### src/rtl/elevator_passenger_agent.sv
`default_nettype none
// ============================================================================
//  Module      : elevator_passenger_agent
//  Description : Synthesizable passenger emulator for the button/indicator
//                side of an elevator controller. A trip (src, dst) is taken
//                on a valid/ready handshake. The agent presses the hall button
//                and waits for the door to open at src. After a boarding delay
//                it presses the car button for dst and waits for the door to
//                open there. It then reports completion with the elapsed cycle
//                count and an error flag.
//  Ports       : clk, rstn (sync, active-low)
//                trip_valid/trip_ready/trip_src/trip_dst  request handshake
//                floor_[1..3]_out, elevator_door_open_out controller status
//                floor_*_button_pressed, elevator_floor_*   button pulses
//                trip_done/trip_error/trip_cycles         completion report
//  Option      : AGENT_RETRY_EN - one hall-button retry on pickup timeout
//  Revision    : 1.0  initial release
// ============================================================================
module elevator_passenger_agent #(
    parameter int PRESS_CYCLES = 1,
    parameter int BOARD_DELAY  = 5,
    parameter int TIMEOUT      = 255,
    parameter int CNT_W        = 16
) (
    input  logic             clk,
    input  logic             rstn,
    input  logic             trip_valid,
    output logic             trip_ready,
    input  logic [1:0]       trip_src,
    input  logic [1:0]       trip_dst,
    input  logic             floor_1_out,
    input  logic             floor_2_out,
    input  logic             floor_3_out,
    input  logic             elevator_door_open_out,
    output logic             floor_1_up_button_pressed,
    output logic             floor_2_up_button_pressed,
    output logic             floor_2_down_button_pressed,
    output logic             floor_3_down_button_pressed,
    output logic             elevator_floor_1_button_pressed,
    output logic             elevator_floor_2_button_pressed,
    output logic             elevator_floor_3_button_pressed,
    output logic             trip_done,
    output logic             trip_error,
    output logic [CNT_W-1:0] trip_cycles
);

    // The wait counter must hold the largest of the three timed durations.
    localparam int c_wait_max_a = (TIMEOUT > BOARD_DELAY) ? TIMEOUT : BOARD_DELAY;
    localparam int c_wait_max   = (c_wait_max_a > PRESS_CYCLES) ? c_wait_max_a : PRESS_CYCLES;
    localparam int c_wait_w     = $clog2(c_wait_max + 2);

    typedef enum logic [2:0] {
        S_IDLE        = 3'd0,
        S_HALL_PRESS  = 3'd1,
        S_WAIT_PICKUP = 3'd2,
        S_BOARD       = 3'd3,
        S_CAR_PRESS   = 3'd4,
        S_WAIT_ARRIVE = 3'd5,
        S_DONE        = 3'd6
    } state_t;

    state_t                state_q, state_d;
    logic [1:0]            src_q, src_d;
    logic [1:0]            dst_q, dst_d;
    logic [c_wait_w-1:0]   wait_q, wait_d;
    logic [CNT_W-1:0]      cycles_q, cycles_d;
    logic                  door_q, door_d;
    logic                  ready_q, ready_d;
    logic                  done_q, done_d;
    logic                  error_q, error_d;
    // Button vector: [6] f1 up, [5] f2 up, [4] f2 down, [3] f3 down,
    //                [2] car 1, [1] car 2, [0] car 3
    logic [6:0]            btn_q, btn_d;
`ifdef AGENT_RETRY_EN
    logic                  retry_q, retry_d;
`endif

    logic [2:0]            w_floor;
    logic                  w_door_rise;
    logic                  w_at_src;
    logic                  w_at_dst;
    int                    w_wait_cnt;

    function automatic logic [2:0] floor_code(input logic [1:0] n);
        case (n)
            2'd1:    return 3'b001;
            2'd2:    return 3'b010;
            2'd3:    return 3'b100;
            default: return 3'b000;
        endcase
    endfunction

    assign w_floor     = {floor_3_out, floor_2_out, floor_1_out};
    assign w_door_rise = elevator_door_open_out & ~door_q;
    assign w_at_src    = (w_floor == floor_code(src_q));
    assign w_at_dst    = (w_floor == floor_code(dst_q));
    assign w_wait_cnt  = int'(wait_q);
    assign door_d      = elevator_door_open_out;

    // Next-state and trip bookkeeping
    always_comb begin
        state_d  = state_q;
        src_d    = src_q;
        dst_d    = dst_q;
        error_d  = 1'b0;
        cycles_d = cycles_q;
`ifdef AGENT_RETRY_EN
        retry_d  = retry_q;
`endif
        // Elapsed count runs through every active state and saturates.
        if (state_q != S_IDLE && state_q != S_DONE && cycles_q != '1) begin
            cycles_d = cycles_q + 1'b1;
        end

        case (state_q)
            S_IDLE: begin
                if (trip_valid) begin
                    src_d    = trip_src;
                    dst_d    = trip_dst;
                    cycles_d = '0;
`ifdef AGENT_RETRY_EN
                    retry_d  = 1'b0;
`endif
                    if (trip_src == 2'd0 || trip_dst == 2'd0 || trip_src == trip_dst) begin
                        state_d = S_DONE;
                        error_d = 1'b1;
                    end else begin
                        state_d = S_HALL_PRESS;
                    end
                end
            end
            S_HALL_PRESS: begin
                if (w_wait_cnt + 1 >= PRESS_CYCLES) state_d = S_WAIT_PICKUP;
            end
            S_WAIT_PICKUP: begin
                // A door edge on the timeout cycle still counts as a pickup.
                if (w_door_rise && w_at_src) begin
                    state_d = S_BOARD;
                end else if (w_wait_cnt >= TIMEOUT) begin
`ifdef AGENT_RETRY_EN
                    if (!retry_q) begin
                        state_d = S_HALL_PRESS;
                        retry_d = 1'b1;
                    end else begin
                        state_d = S_DONE;
                        error_d = 1'b1;
                    end
`else
                    state_d = S_DONE;
                    error_d = 1'b1;
`endif
                end
            end
            S_BOARD: begin
                if (w_wait_cnt + 1 >= BOARD_DELAY) state_d = S_CAR_PRESS;
            end
            S_CAR_PRESS: begin
                if (w_wait_cnt + 1 >= PRESS_CYCLES) state_d = S_WAIT_ARRIVE;
            end
            S_WAIT_ARRIVE: begin
                if (w_door_rise && w_at_dst) begin
                    state_d = S_DONE;
                end else if (w_wait_cnt >= TIMEOUT) begin
                    state_d = S_DONE;
                    error_d = 1'b1;
                end
            end
            S_DONE:  state_d = S_IDLE;
            default: state_d = S_IDLE;
        endcase

        // Every timed state starts counting from zero on entry.
        if (state_d != state_q || state_q == S_IDLE) begin
            wait_d = '0;
        end else begin
            wait_d = wait_q + 1'b1;
        end
    end

    // Registered outputs are decoded from the next state so they line up
    // with the state register cycle-for-cycle.
    always_comb begin
        btn_d   = '0;
        ready_d = (state_d == S_IDLE);
        done_d  = (state_d == S_DONE);
        if (state_d == S_HALL_PRESS) begin
            if (dst_d > src_d) begin
                if (src_d == 2'd1) btn_d[6] = 1'b1;
                else               btn_d[5] = 1'b1;
            end else begin
                if (src_d == 2'd2) btn_d[4] = 1'b1;
                else               btn_d[3] = 1'b1;
            end
        end else if (state_d == S_CAR_PRESS) begin
            case (dst_d)
                2'd1:    btn_d[2] = 1'b1;
                2'd2:    btn_d[1] = 1'b1;
                2'd3:    btn_d[0] = 1'b1;
                default: btn_d    = '0;
            endcase
        end
    end

    always_ff @(posedge clk) begin
        if (!rstn) begin
            state_q  <= S_IDLE;
            src_q    <= '0;
            dst_q    <= '0;
            wait_q   <= '0;
            cycles_q <= '0;
            door_q   <= 1'b0;
            ready_q  <= 1'b1;
            done_q   <= 1'b0;
            error_q  <= 1'b0;
            btn_q    <= '0;
`ifdef AGENT_RETRY_EN
            retry_q  <= 1'b0;
`endif
        end else begin
            state_q  <= state_d;
            src_q    <= src_d;
            dst_q    <= dst_d;
            wait_q   <= wait_d;
            cycles_q <= cycles_d;
            door_q   <= door_d;
            ready_q  <= ready_d;
            done_q   <= done_d;
            error_q  <= error_d;
            btn_q    <= btn_d;
`ifdef AGENT_RETRY_EN
            retry_q  <= retry_d;
`endif
        end
    end

    assign trip_ready                      = ready_q;
    assign trip_done                       = done_q;
    assign trip_error                      = error_q;
    assign trip_cycles                     = cycles_q;
    assign floor_1_up_button_pressed       = btn_q[6];
    assign floor_2_up_button_pressed       = btn_q[5];
    assign floor_2_down_button_pressed     = btn_q[4];
    assign floor_3_down_button_pressed     = btn_q[3];
    assign elevator_floor_1_button_pressed = btn_q[2];
    assign elevator_floor_2_button_pressed = btn_q[1];
    assign elevator_floor_3_button_pressed = btn_q[0];

endmodule
`default_nettype wire

### config.mk
export PLATFORM = sky130hd
export DESIGN_NAME = elevator_passenger_agent
export DESIGN_NICKNAME = d
export VERILOG_FILES = /design/src/rtl/elevator_passenger_agent.sv
export SDC_FILE = /design/constraint.sdc
export NUM_CORES = 1
export LEC_CHECK = 0
export CORE_MARGIN = 2
export CORE_UTILIZATION = 48
export CTS_BUF_LIST = sky130_fd_sc_hd__clkbuf_8 sky130_fd_sc_hd__clkbuf_16
export DETAILED_ROUTE_END_ITERATION = 16
export GPL_TIMING_DRIVEN = 0
export PLACE_DENSITY_LB_ADDON = 0.3
export SYNTH_ARGS = -nofsm -noshare
export SYNTH_HDL_FRONTEND = slang
export SYNTH_SLANG_ARGS = --single-unit
### constraint.sdc
create_clock -name clk -period 2.81 [get_ports clk]
set_input_delay 0.562 -clock clk [delete_from_list [all_inputs] [get_ports clk]]
set_output_delay 0.562 -clock clk [all_outputs]
set_load 0.005 [all_outputs]
==> results.sh <==
export IMPL_cts_root_buf="clkbuf_8"
export IMPL_avgSynthCellArea_um2=8.78
export IMPL_synth_nets=281
export IMPL_required_ns=3.02
export IMPL_vias=2066
export IMPL_hold_viol=0
export IMPL_crit_path_end_kind="flop"
export IMPL_syn2layout_area_growth_pct=32.4
export IMPL_timing_critical_path_mode_cell="buf_4"
export IMPL_worstReg2RegStart="wait_q[0]"
export IMPL_maxSlewViolCount=0
export IMPL_min_to="trip_cycles[12]"
export IMPL_gr_total_overflow=0
export IMPL_place_port_buffers=35
export IMPL_worstHoldStart="trip_cycles[12]"
export IMPL_cts_buffers=5
export IMPL_ys_seq_elements=43
export IMPL_relSlewSlack=0.557
export IMPL_start_util=0.492
export IMPL_rsz0062_at_grt="true"
export IMPL_p_leak_nw=1.12
export IMPL_dieWidth_um=73.4
export IMPL_worst_hold_path_num_cells=2
export IMPL_first_iter_violations=31
export IMPL_cp_max_fo=5
export IMPL_critical_path_arrival_ns=2.99
export IMPL_cpPeakStageDelay_ns=0.44
export IMPL_grt_start_max_net_pins=14
export IMPL_clockBufferDepth=2
export IMPL_fillers=407
export IMPL_tightest_slew_ns=0.656
export IMPL_gp_congestion=0.945
export IMPL_synthTopCellsByArea="dfxtp_1, nor2_1, xor2_1"
export IMPL_vdd_drop_max_mv=0.273
export IMPL_antenna_found_initial=0
export IMPL_fp_dieArea_um2=5380
export IMPL_synth_most_common_cell="dfxtp_1"
export IMPL_fmaxAchievable_mhz=360
export IMPL_crit_chain="ha_4 -> nand4_1 -> buf_4 -> buf_4 -> buf_4 -> o21bai_2 -> a211oi_4 -> a21oi_2 -> or4_4 -> or3_4 -> nor4bb_4"
export IMPL_yosys_top_cells_count="dfxtp_1, nor2_1, nand2_1, xor2_1, a21oi_1"
export IMPL_crit_type="reg2reg"
export IMPL_fin_crit_ns=2.78
export IMPL_wl_mm=4.98
export IMPL_h_tree_depth=2
export IMPL_worstSkewPairLatency_ns=0.29
export IMPL_fin_area_um2=3060
export IMPL_detail_route_drc_violations=0
export IMPL_ff2ff_path_depth=11
export IMPL_crit_path_start_kind="flop"
export IMPL_pre_cts_ws_ns=-0.578
export IMPL_vias_per_cell=5.54
export IMPL_synthCells=263
export IMPL_r2r_end="btn_q[5]"
export IMPL_wl_per_cell_um=13.4
export IMPL_num_antenna_cells=0
export IMPL_nets=336
export IMPL_finalSetupViolCount=0
export IMPL_wl_met3_um=158
export IMPL_cts_hold_buf=0
export IMPL_top_layer="met4"
export IMPL_clock_skew_ns=0.00370
export IMPL_cts_tree="yes"
export IMPL_holdCritPathClass="reg2reg"
export IMPL_placed_cell_area_um2=2730
export IMPL_clkTransAtPathRegs_ns=0.08
export IMPL_die_h_um=73.4
export IMPL_synth_ff_type="dfxtp_1"
export IMPL_cap_violations=0
export IMPL_dp_hpwl_mm=3.46
export IMPL_ant_nets=0
export IMPL_drt_met1_wl_mm=2.33
export IMPL_clock_sinks=43
export IMPL_seq_area_frac_synth=0.373
export IMPL_multiInputGateArea_um2=1490
export IMPL_cpMaxStageDelayCell="or4_4"
export IMPL_rrSetupSlack_ns=0.03
export IMPL_final_seq_area_um2=867
export IMPL_core_area_um2=4690
export IMPL_status="complete, no violations"
export IMPL_drt_pass1_iter_count=4
export IMPL_grt_usage=0.191
export IMPL_yosysTopAreaCellShare=0.373
export IMPL_drive_above_1_share=0.157
export IMPL_syn_area_um2=2310
export IMPL_async_flop_share=0
export IMPL_first_global_vias=1886
export IMPL_fin_crit_sh=0.989
export IMPL_yosys_warnings=0
export IMPL_rows=25
export IMPL_io_pins=37
export IMPL_synth_edff_count=0
export IMPL_wl_met2_mm=2.42
export IMPL_synth_top_area_cell="dfxtp_1"
export IMPL_layout_setup_ws_ns=0.0307
export IMPL_grt_pass1_wl_mm=8.23
export IMPL_synth_cell_types=52
export IMPL_p_per_area_nw_per_um2=550
==> layout by cell type, fill, tap and decap left out, drive strengths merged, types with 6 or more instances in the layout <==
cell / instances
dfxtp: 43
clkdlybuf4s50: 33
nor2: 33
nand2: 19
buf: 14
xor2: 13
a21oi: 13
clkbuf: 13
nand3: 12
xnor2: 9
inv: 8
and2: 8
nor2b: 7
ha: 7
nand4: 6
==> how the worst max path moves through the flow <==
stage | startpoint | end | slack (ns) | depth (start not counted)
final | wait_q[0] | btn_q[5] | 0.03 | 11
after floorplan | wait_q[0] | btn_q[3] | 0.01 | 11
after CTS | wait_q[0] | btn_q[5] | -0.12 | 11
after global placement | trip_valid | btn_q[4] | -0.50 | 8
after detailed placement | trip_valid | btn_q[4] | -0.58 | 8
after global routing | wait_q[5] | btn_q[5] | -0.08 | 11
==> metal layers <==
metal	track usage	vias up
met1	0.236	972
met5	0	-
met3	0.0466	8
li1	-	1054
met2	0.324	32
met4	0.0646	0
==> logic make-up after synthesis <==
logic type                 Yosys count  synth area share
xor gates and xnor gates            22            0.0834
and+or+nand+nor                    126             0.318
AOI/OAI and AO/OA                   42             0.128
muxes                                7            0.0325
buffers and inverters               16            0.0276
adders and majority gates            7            0.0379
DFF                                 43             0.373
==> timing repair <==
item                       4_1_cts  5_1_grt
cloned                           0        0
resized for setup               10       13
pin swaps                        9        6
hold endpoints to repair         0        0
setup endpoints to repair       15       15
setup buffers                    9        4
==> critical path, delay by kind of cell (launching register included) <==
family	cells	cell delay [ns]
compound gates	3	0.59
fa+ha+maj	1	0.13
buf+inv	3	0.41
flops	1	0.36
simple gates	4	1.21
==> report_power, final <==
| group | switching, mW | total (mW) | internal, mW | leakage, nW |
|---|---|---|---|---|
| sequential | 0.0280 | 0.678 | 0.650 | 0.350 |
| combinational | 0.267 | 0.512 | 0.245 | 0.707 |
| clock | 0.206 | 0.494 | 0.288 | 0.0612 |
| total | 0.501 | 1.68 | 1.18 | 1.12 |
==> registers in the layout (all words and copies together), names as in the netlist <==
signal / cells
trip_cycles: 16
wait_q: 9
btn_q: 7
state_q: 3
dst_q: 2
src_q: 2
door_q: 1
trip_done: 1
trip_error: 1
trip_ready: 1
==> metrics by stage <==
| step | total power, mW | std cells | utilization | hold slack (ns) | setup TNS [ns] |
|---|---|---|---|---|---|
| 3_5_place_dp | 1.11 | 352 | 0.581 | 0.506 | -5.44 |
| 6_report | 1.68 | 373 | 0.652 | 0.522 | 0 |
| 3_3_place_gp | 1.10 | 352 | 0.581 | 0.485 | -4.32 |
| 2_1_floorplan | 0.986 | 263 | - | 0.470 | 0 |
| 4_1_cts | 1.64 | 369 | 0.631 | 0.521 | -0.323 |
| 5_1_grt | 1.78 | 373 | 0.652 | 0.567 | -0.210 |
==> layout make-up <==
type                            count  share of cell area
Clock inverter                      2              0.0115
Clock buffer                        6              0.0270
Timing Repair Buffer               48               0.148
Tap cell                           54              0.0221
Multi-Input combinational cell    204               0.487
Inverter                            8             0.00982
Buffer                              8              0.0110
Sequential cell                    43               0.284
No activity file was read; power rests on OpenSTA's default activity.
